<file path="src/rtl/io_ring_pwr_pkg.sv">
// Shared types and helpers for the IO-ring power sequencer.
package io_ring_pwr_pkg;

    localparam int DEF_NUM_SEG     = 4;
    localparam int DEF_SETTLE_W    = 8;
    localparam int DEF_SYNC_STAGES = 2;
    localparam int MAX_SEG         = 16;

    typedef enum logic [3:0] {
        OFF, WAIT_SUP, SETTLE, REL_ISO, REL_WAIT, DRV_EN,
        ON, DRV_DIS, DIS_WAIT, ISO_ON, FAULT
    } pwr_state_t;

    // Lowest set bit of mask at index >= from, or -1 if there is none.
    function automatic int next_set(input logic [MAX_SEG-1:0] mask, input int from);
        int idx;
        idx = -1;
        for (int i = MAX_SEG - 1; i >= 0; i--)
            if (i >= from && mask[i]) idx = i;
        return idx;
    endfunction

endpackage

</file>
<file path="src/rtl/io_ring_pwr_sync.sv">
// Multi-flop synchronizer for a vector of quasi-static supply-good levels.
module io_ring_pwr_sync #(
    parameter int W      = 1,
    parameter int STAGES = 2
) (
    input  logic         clk,
    input  logic         rst,
    input  logic [W-1:0] d,
    output logic [W-1:0] q
);

    logic [STAGES-1:0][W-1:0] pipe;

    // Reset to "not ok" so nothing is trusted until the chain has filled.
    always_ff @(posedge clk or posedge rst) begin
        if (rst) pipe <= '0;
        else     pipe <= {pipe[STAGES-2:0], d};
    end

    assign q = pipe[STAGES-1];

endmodule

</file>
<file path="src/rtl/io_ring_pwr_seq.sv">
// Pad-ring power sequencer: staggered isolation release, driver enable,
// ordered power-down and latched supply-loss fault.
module io_ring_pwr_seq
    import io_ring_pwr_pkg::*;
#(
    parameter int NUM_SEG     = DEF_NUM_SEG,
    parameter int SETTLE_W    = DEF_SETTLE_W,
    parameter int SYNC_STAGES = DEF_SYNC_STAGES,
    localparam int IDX_W      = (NUM_SEG > 1) ? $clog2(NUM_SEG) : 1
) (
    input  logic                clk_i,
    input  logic                rst_i,
    input  logic                vdd_ok_i,
    input  logic [NUM_SEG-1:0]  vddio_ok_i,
    input  logic [NUM_SEG-1:0]  seg_mask_i,
    input  logic [SETTLE_W-1:0] settle_i,
    input  logic                pwr_up_req_i,
    input  logic                pwr_dn_req_i,
    output logic [NUM_SEG-1:0]  seg_iso_o,
    output logic [NUM_SEG-1:0]  seg_drv_en_o,
    output logic                busy_o,
    output logic                ready_o,
    output logic                fault_o,
    output logic [IDX_W-1:0]    fault_seg_o
);

    localparam logic [SETTLE_W-1:0] ONE = SETTLE_W'(1);

    pwr_state_t          state, nxt;
    logic [NUM_SEG:0]    sync_q;
    logic                vdd_s;
    logic [NUM_SEG-1:0]  vddio_s, act_mask, fail_vec, iso_q, drv_q;
    logic [SETTLE_W-1:0] cnt, settle_eff;
    logic [IDX_W-1:0]    ptr, fault_seg_q;
    logic                ready_q, fault_q, sup_ok, live, loss, expired, load;
    int                  from_idx, nidx, fidx;

    io_ring_pwr_sync #(.W(NUM_SEG + 1), .STAGES(SYNC_STAGES)) u_sync (
        .clk (clk_i),
        .rst (rst_i),
        .d   ({vdd_ok_i, vddio_ok_i}),
        .q   (sync_q)
    );
    assign vdd_s   = sync_q[NUM_SEG];
    assign vddio_s = sync_q[NUM_SEG-1:0];

    always_comb begin
        fail_vec   = act_mask & ~vddio_s;
        sup_ok     = vdd_s && (fail_vec == '0);
        live       = state inside {SETTLE, REL_ISO, REL_WAIT, DRV_EN, ON};
        loss       = live && !sup_ok;
        expired    = (cnt <= ONE);
        settle_eff = (settle_i == '0) ? ONE : settle_i;
        from_idx   = (state == SETTLE) ? 0 : int'(ptr) + 1;
        nidx       = next_set(MAX_SEG'(act_mask), from_idx);
        fidx       = next_set(MAX_SEG'(fail_vec), 0);
    end

    always_ff @(posedge clk_i or posedge rst_i) begin
        if (rst_i) state <= OFF;
        else       state <= nxt;
    end

    // Supply loss outranks everything; a down request outranks an up request.
    always_comb begin
        nxt = state;
        unique case (state)
            OFF:      if (!pwr_dn_req_i && pwr_up_req_i && seg_mask_i != '0) nxt = WAIT_SUP;
            WAIT_SUP: if (pwr_dn_req_i) nxt = ISO_ON;
                      else if (sup_ok) nxt = SETTLE;
            SETTLE:   if (loss) nxt = FAULT;
                      else if (pwr_dn_req_i) nxt = ISO_ON;
                      else if (expired) nxt = REL_ISO;
            REL_ISO:  if (loss) nxt = FAULT;
                      else if (pwr_dn_req_i) nxt = DRV_DIS;
                      else nxt = REL_WAIT;
            REL_WAIT: if (loss) nxt = FAULT;
                      else if (pwr_dn_req_i) nxt = DRV_DIS;
                      else if (expired) nxt = (nidx < 0) ? DRV_EN : REL_ISO;
            DRV_EN:   if (loss) nxt = FAULT;
                      else if (pwr_dn_req_i) nxt = DRV_DIS;
                      else nxt = ON;
            ON:       if (loss) nxt = FAULT;
                      else if (pwr_dn_req_i) nxt = DRV_DIS;
            DRV_DIS:  nxt = expired ? ISO_ON : DIS_WAIT;
            DIS_WAIT: if (expired) nxt = ISO_ON;
            ISO_ON:   nxt = OFF;
            FAULT:    if (pwr_dn_req_i) nxt = OFF;
            default:  nxt = OFF;
        endcase
    end

    // The power-down wait starts on entry to DRV_DIS, so DRV_DIS counts as its first cycle.
    assign load = (state == WAIT_SUP && nxt == SETTLE) ||
                  (state == REL_ISO && nxt == REL_WAIT) || (nxt == DRV_DIS);

    always_ff @(posedge clk_i or posedge rst_i) begin
        if (rst_i) begin
            cnt         <= '0;
            ptr         <= '0;
            act_mask    <= '0;
            iso_q       <= '1;
            drv_q       <= '0;
            ready_q     <= 1'b0;
            fault_q     <= 1'b0;
            fault_seg_q <= '0;
        end else begin
            if (state == OFF && nxt == WAIT_SUP) act_mask <= seg_mask_i;
            else if (nxt == OFF)                 act_mask <= '0;

            if (load)            cnt <= settle_eff;
            else if (!expired)   cnt <= cnt - ONE;

            if (nxt == REL_ISO && (state == SETTLE || state == REL_WAIT))
                ptr <= IDX_W'(nidx);

            if (nxt == ISO_ON || nxt == FAULT)           iso_q      <= '1;
            else if (state == REL_ISO && nxt == REL_WAIT) iso_q[ptr] <= 1'b0;

            drv_q   <= (nxt == ON) ? act_mask : '0;
            ready_q <= (state == ON) && (nxt == ON);

            if (state != FAULT && nxt == FAULT) begin
                fault_q     <= 1'b1;
                fault_seg_q <= (fidx < 0) ? '0 : IDX_W'(fidx);
            end else if (state == FAULT && nxt == OFF) begin
                fault_q     <= 1'b0;
            end
        end
    end

    // Safe values are forced combinationally in the cycle the loss is seen.
    always_comb begin
        seg_iso_o    = loss ? '1 : iso_q;
        seg_drv_en_o = loss ? '0 : drv_q;
        busy_o       = !(state inside {OFF, ON, FAULT});
        ready_o      = ready_q;
        fault_o      = fault_q;
        fault_seg_o  = fault_seg_q;
    end

endmodule
</file>
<file path="config.mk">
export PLATFORM = sky130hd
export DESIGN_NAME = io_ring_pwr_seq
export DESIGN_NICKNAME = d
export VERILOG_FILES = /design/src/rtl/io_ring_pwr_pkg.sv /design/src/rtl/io_ring_pwr_sync.sv /design/src/rtl/io_ring_pwr_seq.sv
export SDC_FILE = /design/constraint.sdc
export NUM_CORES = 1
export LEC_CHECK = 0
export ABC_AREA = 1
export CAP_MARGIN = 20
export CORE_MARGIN = 2
export CORE_UTILIZATION = 58
export CTS_CLUSTER_DIAMETER = 120
export DETAILED_ROUTE_END_ITERATION = 10
export PLACE_DENSITY = 0.85
export SLEW_MARGIN = 40
export SYNTH_ARGS = -nofsm -noshare
export SYNTH_HDL_FRONTEND = slang
export SYNTH_SLANG_ARGS = --single-unit
</file>
<file path="constraint.sdc">
create_clock -name clk_i -period 3.36 [get_ports clk_i]
set_clock_uncertainty 0.2 [all_clocks]
set_input_delay 0.504 -clock clk_i [delete_from_list [all_inputs] [get_ports clk_i]]
set_output_delay 0.504 -clock clk_i [all_outputs]
set_load 0.02 [all_outputs]
</file>
==> run_results.csv, run 1 <==
group,metric,value,unit
yosys,synthAdderAreaFrac,3.272,%
yosys,synth_top_cell_by_area,"dfrtp_1",
placed_design,dp_cells,383,
sta,finalCriticalPeriod,3138,ps
setup_path,r2r_start,"cnt[1]",
sta,max_freq,318.7,MHz
setup_path,end_kind,"output port",
global_route,antenna_found_initial,0,
routing,wl_met2,2584,um
placed_design,placement.io_buffers,33,
die,core,3744,um^2
routing,wl_per_cell,13.67,um
yosys,ys_ff_latch,40,
setup_path,required,2660,ps
routing,drt_iter0_markers,157,
clock_network,cts_resized,0,
yosys,ys_seq_area_share,43.84,%
setup_path,cp_cell_sequence,"nand2_1, nand2_1, nor2_1, inv_1, nand2_4, inv_2, or2_2, clkdlybuf4s50_1",
routing,postRouteAntennaNets,0,
global_route,grt_util_all_layers,26.57,%
setup_path,critPathLaunchType,"register",
routing,vias,2147,
yosys,synth_mux_area_share,0,%
final_layout,layout_common_cells,"87 x nand2_1, 40 x inv_1, 36 x dfrtp_1",
routing,route.detailed.drc,0,
yosys,postSynthCellCount,302,
power_and_ir_drop,power.density,841.3,nW/um^2
die,die_h,66.90,um
yosys,synthesis.area,2295,um^2
setup_path,r2r_end,"cnt[6]",
routing,top_layer,"met4",
final_layout,diodes,0,
sta,maxSlewViolCount,0,
sta,setup_violations,0,
yosys,synth_top_family_by_area,"simple AND/OR/NAND/NOR gates",
sta,final.setup.tns,0,ps
setup_path,crit_type,"reg -> out",
clock_network,cts_root_buf,"clkbuf_8",
yosys,yosys_warnings,0,
job,maxCapViolCount,0,
sta,relSlewSlack,57.39,%
clock_network,tritoncts,"done",
final_layout,drive_above_1_share,14.29,%
final_layout,n_fill_cell,305,
setup_path,slowest_delay,540,ps
final_layout,final_common_cell,"nand2_1",
setup_path,setup.worst_path.start,"act_mask[0]",
die,die_area,4476,um^2
yosys,synth_top_area_share,39.26,%
worst_hold_path,hold_class,"reg -> reg",
clock_network,ctsHoldBuffers,0,
die,ios,34,
routing,drt-total-wl,5344,um
clock_network,clock_latency,300,ps
global_route,grt_pass1_vias,1986,
placed_design,gp_congestion,0.9268,
placed_design,dp_hpwl,4073,um
routing,wl_met3,309,um
sta,rsz0062_at_grt,"no",
final_layout,areaGrowthSynthToFinish,21.81,%
clock_network,clockBufferDepth,2,
run_status,status,"complete, no violations",
setup_path,reg2reg_depth,15,
yosys,synth_nets,329,
yosys,avgSynthCellArea,7.598,um^2
setup_path,critPathCapture,"seg_iso_o[0]",
setup_path,cp_slowest_cell,"clkdlybuf4s50_1",
final_layout,finalNonFillerCells,391,
setup_path,cpMostUsedCell,"nand2_1",
sta,final_hold_viol_count,0,
die,rows,22,
yosys,synth-simple-area-share,32.39,%
clock_network,cts_made_buffers,5,
global_route,grt-ovfl-total,0,
routing,wl_met1,2278,um
power_and_ir_drop,p_leak,0.001423,uW
global_route,grt_pass1_wl,8714,um
clock_network,htree_levels,2,
yosys,synth_xor_area_share,1.145,%
yosys,synth.area.top_cells,"dfrtp_1 39%, nand2_1 14%, inv_1 6.5%",
global_route,grt_max_degree,19,
sta,tightestPinTransition,638.4,ps
die,die_w,66.90,um
final_layout,num-nets-final,369,
yosys,synth_compound_area_share,11.12,%
clock_network,clkTransAtPathRegs,80,ps
clock_network,postCtsSetupBuffers,0,
setup_path,crit_path_max_fanout,12,
power_and_ir_drop,ir_drop,0.0005025,V
clock_network,numClockSinks,40,
sta,finalCritPeriodShare,93.39,%
yosys,synth_cell_types,33,
routing,viasPerCell,5.491,
die,start_util,61.30,%
setup_path,critPathArrivalTime,2430,ps
setup_path,regToRegSetupSlack,670,ps
routing,first_pass_iters,5,
cells by family (layout without fill, tap and decap cells):
logic type | count (synthesis) | after routing
simple gates | 165 | 165
xor+xnor | 3 | 3
buf+inv | 48 | 89
flops | 40 | 40
fa+ha+maj | 6 | 6
compound gates | 40 | 40
sequential cells by signal, indices dropped and copies added (netlist names):
| name | count |
|---|---|
| ptr | 2 |
| state | 4 |
| u_sync.pipe | 5 |
| act_mask | 4 |
| cnt | 8 |
| iso_q | 4 |
| fault_o | 1 |
| u_sync.q | 5 |
| ready_o | 1 |
| fault_seg_o | 2 |
| drv_q | 4 |
per-stage QoR:
stage | hold slack, ps | total power (uW) | instance area (um^2) | util, % | worst slack (ps)
2_1_floorplan | 131.2 | 1610 | 2295 | - | 1167
3_3_place_gp | 132.2 | 1904 | 2684 | 71.69 | 436.0
3_5_place_dp | 135.5 | 1943 | 2684 | 71.69 | 369.0
4_1_cts | 153.1 | 2342 | 2795 | 74.67 | 260.4
5_1_grt | 160.7 | 2530 | 2795 | 74.67 | 109.0
6_report | 151.6 | 2352 | 2795 | 74.67 | 222.0
synthesized netlist by cell type, drive strengths merged:
cell / n
a31o: 1
ha: 6
nor3: 2
nor2: 37
nand3: 19
xor2: 3
or2: 5
o21ai: 25
nor4: 2
o31ai: 2
nand4: 7
o22ai: 1
dfstp: 4
buf: 2
dfrtp: 36
nand2: 92
a21oi: 9
a21boi: 1
inv: 46
a31oi: 1
nand3b: 1
per-layer routing:
layer	up-vias	global-route usage [%]
met2	91	44.88
li1	1034	-
met3	17	4.899
met1	1005	32.97
met4	0	11.99
met5	-	0
final cells by class:
| class | instances | area (um^2) | area share, % |
|---|---|---|---|
| timing repair buffer | 35 | 345.3 | 12.35 |
| multi-input combinational | 214 | 1100 | 39.35 |
| clock buffer | 5 | 68.82 | 2.462 |
| inverter | 46 | 172.7 | 6.177 |
| clock inverter | 3 | 42.54 | 1.522 |
| sequential | 40 | 1006 | 35.99 |
| tap | 48 | 60.06 | 2.149 |
how the worst min path moves through the flow:
stage	startpoint	endpoint	depth (start not counted)
after floorplan	u_sync.pipe[0]	u_sync.q[0]	0
after global placement	u_sync.pipe[3]	u_sync.q[3]	0
after detailed placement	u_sync.pipe[1]	u_sync.q[1]	0
after CTS	u_sync.pipe[1]	u_sync.q[1]	0
after global routing	u_sync.pipe[3]	u_sync.q[3]	0
final	u_sync.pipe[1]	u_sync.q[1]	0
worst max-delay path: cells and delay by family, from the launching register on:
family                 cells  cell delay (ps)
buffers and inverters      3              830
DFF                        1              410
and+or+nand+nor            5              890
power by group:
part,internal (uW),leakage [uW],switching (uW)
sequential,637,0.000490,122
combinational,438,0.000879,765
clock,220,0.0000541,170
total,1300,0.00142,1060
(Power assumes the default switching activity.)
==> run 2, diff against run 1 <==
--- a/config.mk
+++ b/config.mk
@@ -7,11 +7,13 @@
 export LEC_CHECK = 0
 export ABC_AREA = 1
 export CAP_MARGIN = 20
+export CORE_ASPECT_RATIO = 0.5
 export CORE_MARGIN = 2
 export CORE_UTILIZATION = 58
 export CTS_CLUSTER_DIAMETER = 120
 export DETAILED_ROUTE_END_ITERATION = 10
 export PLACE_DENSITY = 0.85
+export SKIP_CTS_REPAIR_TIMING = 1
 export SLEW_MARGIN = 40
 export SYNTH_ARGS = -nofsm -noshare
 export SYNTH_HDL_FRONTEND = slang
==> run 2 against run 1 <==
Against the previous run:
- maximum frequency grew 0.53%
- die area grew 0.68%
- first-iteration DRC count grew 96%
- sequential share of layout area grew 0.29 points
- flip-flop and latch count is the same
- sequential power is essentially flat
- global-route usage shrank 2.5 points
- combinational power is essentially flat
- critical path type unchanged
- highest routed layer unchanged
==> run_results.csv, run 2 (synthesis gave the netlist of run 1 again) <==
group,metric,value,unit
setup_path,setup.worst_path.start,"state[3]",
placed_design,gp_congestion,0.9806,
sta,setup_violations,0,
clock_network,clkTransAtPathRegs,70,ps
sta,finalCriticalPeriod,3122,ps
sta,final_hold_viol_count,0,
setup_path,critPathBufInv,2,
clock_network,htree_levels,2,
final_layout,final_common_cell,"nand2_1",
setup_path,critPathTopFamily,"simple AND/OR/NAND/NOR gates",
routing,vias,2073,
setup_path,critPathArrivalTime,2420,ps
sta,rsz0062_at_grt,"no",
job,maxCapViolCount,0,
routing,wl_per_cell,12.79,um
clock_network,cts_root_buf,"clkbuf_8",
power_and_ir_drop,ir_drop,0.0004050,V
sta,finalCritPeriodShare,92.90,%
worst_hold_path,hp-start,"u_sync.pipe[2]",
global_route,grt_pass1_wl,8562,um
setup_path,cp_slowest_cell,"clkdlybuf4s50_1",
placed_design,placement.io_buffers,33,
routing,viasPerCell,5.235,
setup_path,regToRegSetupSlack,620,ps
clock_network,cts_made_buffers,5,
final_layout,top_register,"cnt",
power_and_ir_drop,clkPwrFrac,13.7,%
setup_path,end_kind,"output port",
final_layout,num-nets-final,369,
run_status,status,"complete, no violations",
routing,drt_iter0_markers,307,
clock_network,tritoncts,"done",
sta,maxSlewViolCount,0,
die,start_util,59.70,%
routing,first_pass_iters,6,
clock_network,numClockSinks,40,
sta,max_freq,320.4,MHz
power_and_ir_drop,p_seq_share,33.8,%
setup_path,crit_type,"reg -> out",
power_and_ir_drop,power.density,809.5,nW/um^2
global_route,grt_pass1_vias,1939,
global_route,antenna_found_initial,0,
final_layout,diodes,0,
sta,final.setup.tns,0,ps
final_layout,areaGrowthSynthToFinish,20.83,%
global_route,grt_util_all_layers,24.02,%
die,die_w,92.96,um
setup_path,slowest_delay,620,ps
global_route,grt_max_degree,20,
final_layout,layout_common_cells,"87 x nand2_1, 40 x inv_1, 36 x dfrtp_1",
global_route,grt-ovfl-total,0,
sta,relSlewSlack,54.71,%
setup_path,cp_cell_sequence,"nor2_1, nand2_1, nand3_2, nand2_4, inv_2, or2_2, clkdlybuf4s50_1",
final_layout,largest_register_ffs,8,
routing,drt-total-wl,5066,um
worst_hold_path,hold_class,"reg -> reg",
die,rows,16,
die,ios,34,
setup_path,crit_path_max_fanout,12,
die,die_h,48.48,um
power_and_ir_drop,p_leak,0.001409,uW
routing,route.detailed.drc,0,
power_and_ir_drop,p_sw_share,45.81,%
die,core,3844,um^2
clock_network,clockBufferDepth,2,
power_and_ir_drop,switchingPower,1028,uW
placed_design,dp_hpwl,3818,um
die,die_area,4506,um^2
sta,hold_slack,149.4,ps
setup_path,required,2660,ps
clock_network,clock_latency,300,ps
sta,tightestPinTransition,678.6,ps
power_and_ir_drop,p_int,1216,uW
power_and_ir_drop,p_comb_share,52.5,%
routing,postRouteAntennaNets,0,
setup_path,r2r_start,"cnt[1]",
setup_path,critPathLaunchType,"register",
final_layout,drive_above_1_share,14.04,%
==> run 2: cell types whose count changed in the layout (fill, tap and decap cells not counted), sizes merged <==
cell,delta
bufinv,-1
==> run 2: metal layers <==
layer | share of wire, % | track usage [%]
met1 | 47 | 33.33
met2 | 45 | 36.84
met3 | 7.7 | 7.009
met4 | 1.1 | 7.598
met5 | 0 | 0
==> run 2: layout make-up <==
class	instances	area, um^2
Sequential cell	40	1006
Tap cell	54	67.56
Multi-Input combinational cell	214	1100
Clock inverter	2	12.51
Fill cell	318	1071
Clock buffer	5	68.82
Timing Repair Buffer	35	345.3
Inverter	46	172.7
==> run 2: final timing paths <==
kind	cells past startpoint	end
max in group asynchronous	3	cnt[4]
min reg2reg	0	u_sync.q[2]
min	0	u_sync.q[2]
min in group asynchronous	2	u_sync.pipe[0]
max reg2reg	17	cnt[1]
max	7	seg_iso_o[3]
==> run 2: power by group through the flow <==
| stage | Sequential [uW] | Clock [uW] | Combinational [uW] |
|---|---|---|---|
| floorplan | 750 | 0 | 860 |
| global placement | 756 | 0 | 1120 |
| detailed placement | 765 | 0 | 1160 |
| CTS | 756 | 314 | 1170 |
| global route | 774 | 333 | 1320 |
| finish | 758 | 308 | 1180 |
==> run 2: stage by stage <==
| stage | worst slack, ps | power (uW) | instance area, um^2 | cells | utilization, % |
|---|---|---|---|---|---|
| global route | 66.17 | 2426 | 2773 | 396 | 72.14 |
| finish | 238.5 | 2245 | 2773 | 396 | 72.14 |
| floorplan | 1167 | 1610 | 2295 | 302 | - |
| CTS | 260.0 | 2237 | 2773 | 396 | 72.14 |
| detailed placement | 392.3 | 1921 | 2691 | 389 | 70.02 |
| global placement | 392.7 | 1881 | 2691 | 389 | 70.02 |
==> run 3, diff against run 2 <==
--- a/config.mk
+++ b/config.mk
@@ -9,10 +9,10 @@
 export CAP_MARGIN = 20
 export CORE_ASPECT_RATIO = 0.5
 export CORE_MARGIN = 2
-export CORE_UTILIZATION = 58
-export CTS_CLUSTER_DIAMETER = 120
+export CORE_UTILIZATION = 54
+export CTS_CLUSTER_DIAMETER = 150
 export DETAILED_ROUTE_END_ITERATION = 10
-export PLACE_DENSITY = 0.85
+export PLACE_DENSITY = 0.8
 export SKIP_CTS_REPAIR_TIMING = 1
 export SLEW_MARGIN = 40
 export SYNTH_ARGS = -nofsm -noshare
==> constraint.sdc (replaced) <==
create_clock -name clk_i -period 3.25 [get_ports clk_i]
set_clock_uncertainty 0.2 [all_clocks]
set_input_delay 0.4875 -clock clk_i [delete_from_list [all_inputs] [get_ports clk_i]]
set_output_delay 0.4875 -clock clk_i [all_outputs]
set_load 0.02 [all_outputs]
==> run 3 against run 2 <==
Against the previous run:
- core utilization is 1.4 points lower
- via count is 0.43% lower
- sequential power is 3.8% higher
- design area is 1.6% higher
- wire length is 6.4% higher
- highest routed layer unchanged
==> run_results.csv, run 3 (synthesis gave the netlist of run 1 again) <==
group,metric,value,unit
routing,vias,2064,
clock_network,cts_root_buf,"clkbuf_8",
run_status,status,"complete, no violations",
setup_path,cp_slowest_cell,"clkdlybuf4s50_1",
clock_network,clockBufferDepth,2,
clock_network,clkTransAtPathRegs,80,ps
power_and_ir_drop,ir_drop,0.0003718,V
power_and_ir_drop,p_leak,0.001434,uW
global_route,grt_util_all_layers,24.32,%
clock_network,tritoncts,"done",
final_layout,layout_common_cells,"87 x nand2_1, 40 x inv_1, 36 x dfrtp_1",
worst_hold_path,hold_class,"reg -> reg",
sta,hold_slack,149.6,ps
final_layout,top_register,"cnt",
routing,first_pass_iters,5,
routing,viasPerCell,5.199,
setup_path,critPathTopFamily,"simple AND/OR/NAND/NOR gates",
setup_path,cpMostUsedCell,"nand2_1",
global_route,grt-ovfl-total,0,
routing,drt_iter0_markers,164,
final_layout,largest_register_ffs,8,
power_and_ir_drop,p_sw_share,43.71,%
die,die_w,96.19,um
sta,maxSlewViolCount,0,
power_and_ir_drop,p_comb_share,50.3,%
sta,tightestPinTransition,529.9,ps
setup_path,cp_cell_sequence,"nand2_1, nand2_1, nor2_1, inv_1, nand2_4, inv_2, or2_2, clkdlybuf4s50_1",
die,start_util,57.60,%
global_route,grt_pass1_vias,1968,
setup_path,crit_path_max_fanout,12,
final_layout,num-nets-final,369,
final_layout,diodes,0,
routing,wl_per_cell,13.57,um
power_and_ir_drop,clkPwrFrac,17.8,%
die,die_area,4819,um^2
setup_path,critPathArrivalTime,2410,ps
die,ios,34,
power_and_ir_drop,fin_total_pwr,2466,uW
final_layout,areaGrowthSynthToFinish,22.79,%
global_route,grt_pass1_wl,8790,um
clock_network,clock_latency,290,ps
job,maxCapViolCount,0,
final_layout,final_common_cell,"nand2_1",
setup_path,critPathBufInv,3,
routing,route.detailed.drc,0,
setup_path,required,2560,ps
setup_path,end_kind,"output port",
sta,final.setup.tns,0,ps
sta,finalCriticalPeriod,3100,ps
die,die_h,50.10,um
die,rows,16,
power_and_ir_drop,p_int,1388,uW
sta,rsz0062_at_grt,"no",
sta,finalCritPeriodShare,95.40,%
power_and_ir_drop,power.density,875.1,nW/um^2
placed_design,placement.io_buffers,33,
sta,final_hold_viol_count,0,
clock_network,htree_levels,2,
power_and_ir_drop,switchingPower,1078,uW
final_layout,finalNonFillerCells,397,
setup_path,crit_type,"reg -> out",
global_route,grt_max_degree,41,
placed_design,gp_congestion,0.9404,
placed_design,dp_cells,389,
final_layout,drive_above_1_share,14.29,%
routing,postRouteAntennaNets,0,
sta,relSlewSlack,64.35,%
global_route,antenna_found_initial,0,
sta,max_freq,322.5,MHz
placed_design,dp_hpwl,4119,um
die,core,3984,um^2
sta,setup_violations,0,
clock_network,cts_made_buffers,5,
setup_path,slowest_delay,540,ps
routing,drt-total-wl,5388,um
power_and_ir_drop,p_seq_share,31.9,%
clock_network,numClockSinks,40,
sta,setup_ws,149.5,ps
placed_design,dp_slack,217.8,ps
setup_path,critPathLaunchType,"register",
-- run 3: final timing paths --
check	start	endpoint	slack [ps]	depth (start not counted)
max in group asynchronous	rst_i	iso_q[3]	2070	3
min	u_sync.pipe[2]	u_sync.q[2]	150	0
min reg2reg	u_sync.pipe[2]	u_sync.q[2]	150	0
min in group asynchronous	rst_i	u_sync.pipe[1]	410	3
max	act_mask[1]	seg_iso_o[3]	150	8
max reg2reg	cnt[0]	cnt[1]	550	17
-- run 3: cell type report --
cell class / instances / area, um^2
fill: 340 / 1166
multi-input combinational: 214 / 1100
sequential: 40 / 1006
timing repair buffer: 35 / 345.3
inverter: 46 / 172.7
clock buffer: 7 / 96.34
tap: 54 / 67.56
clock inverter: 1 / 30.03
-- run 3: through the flow --
stage	instance area (um^2)	util, %
after floorplan	2295	-
after global placement	2691	67.56
after detailed placement	2691	67.56
after CTS	2818	70.73
after global routing	2818	70.73
final	2818	70.73
-- run 3: power groups by stage --
stage               clock network, uW  registers [uW]  logic [uW]
finish                            438             787        1240
global placement                    0             780        1200
detailed placement                  0             786        1220
floorplan                           0             776         889
global route                      465             804        1380
CTS                               444             781        1230
-- run 3: per-layer routing --
metal  GRT usage (%)  wire (um)  share of wire (%)  vias up
met4           2.857         24               0.45        0
met3           7.492        292                5.4        5
met2           39.35       2425                 45       67
li1                -          -                  -     1031
met1           33.17       2646                 49      961
met5               0          0                  0        -
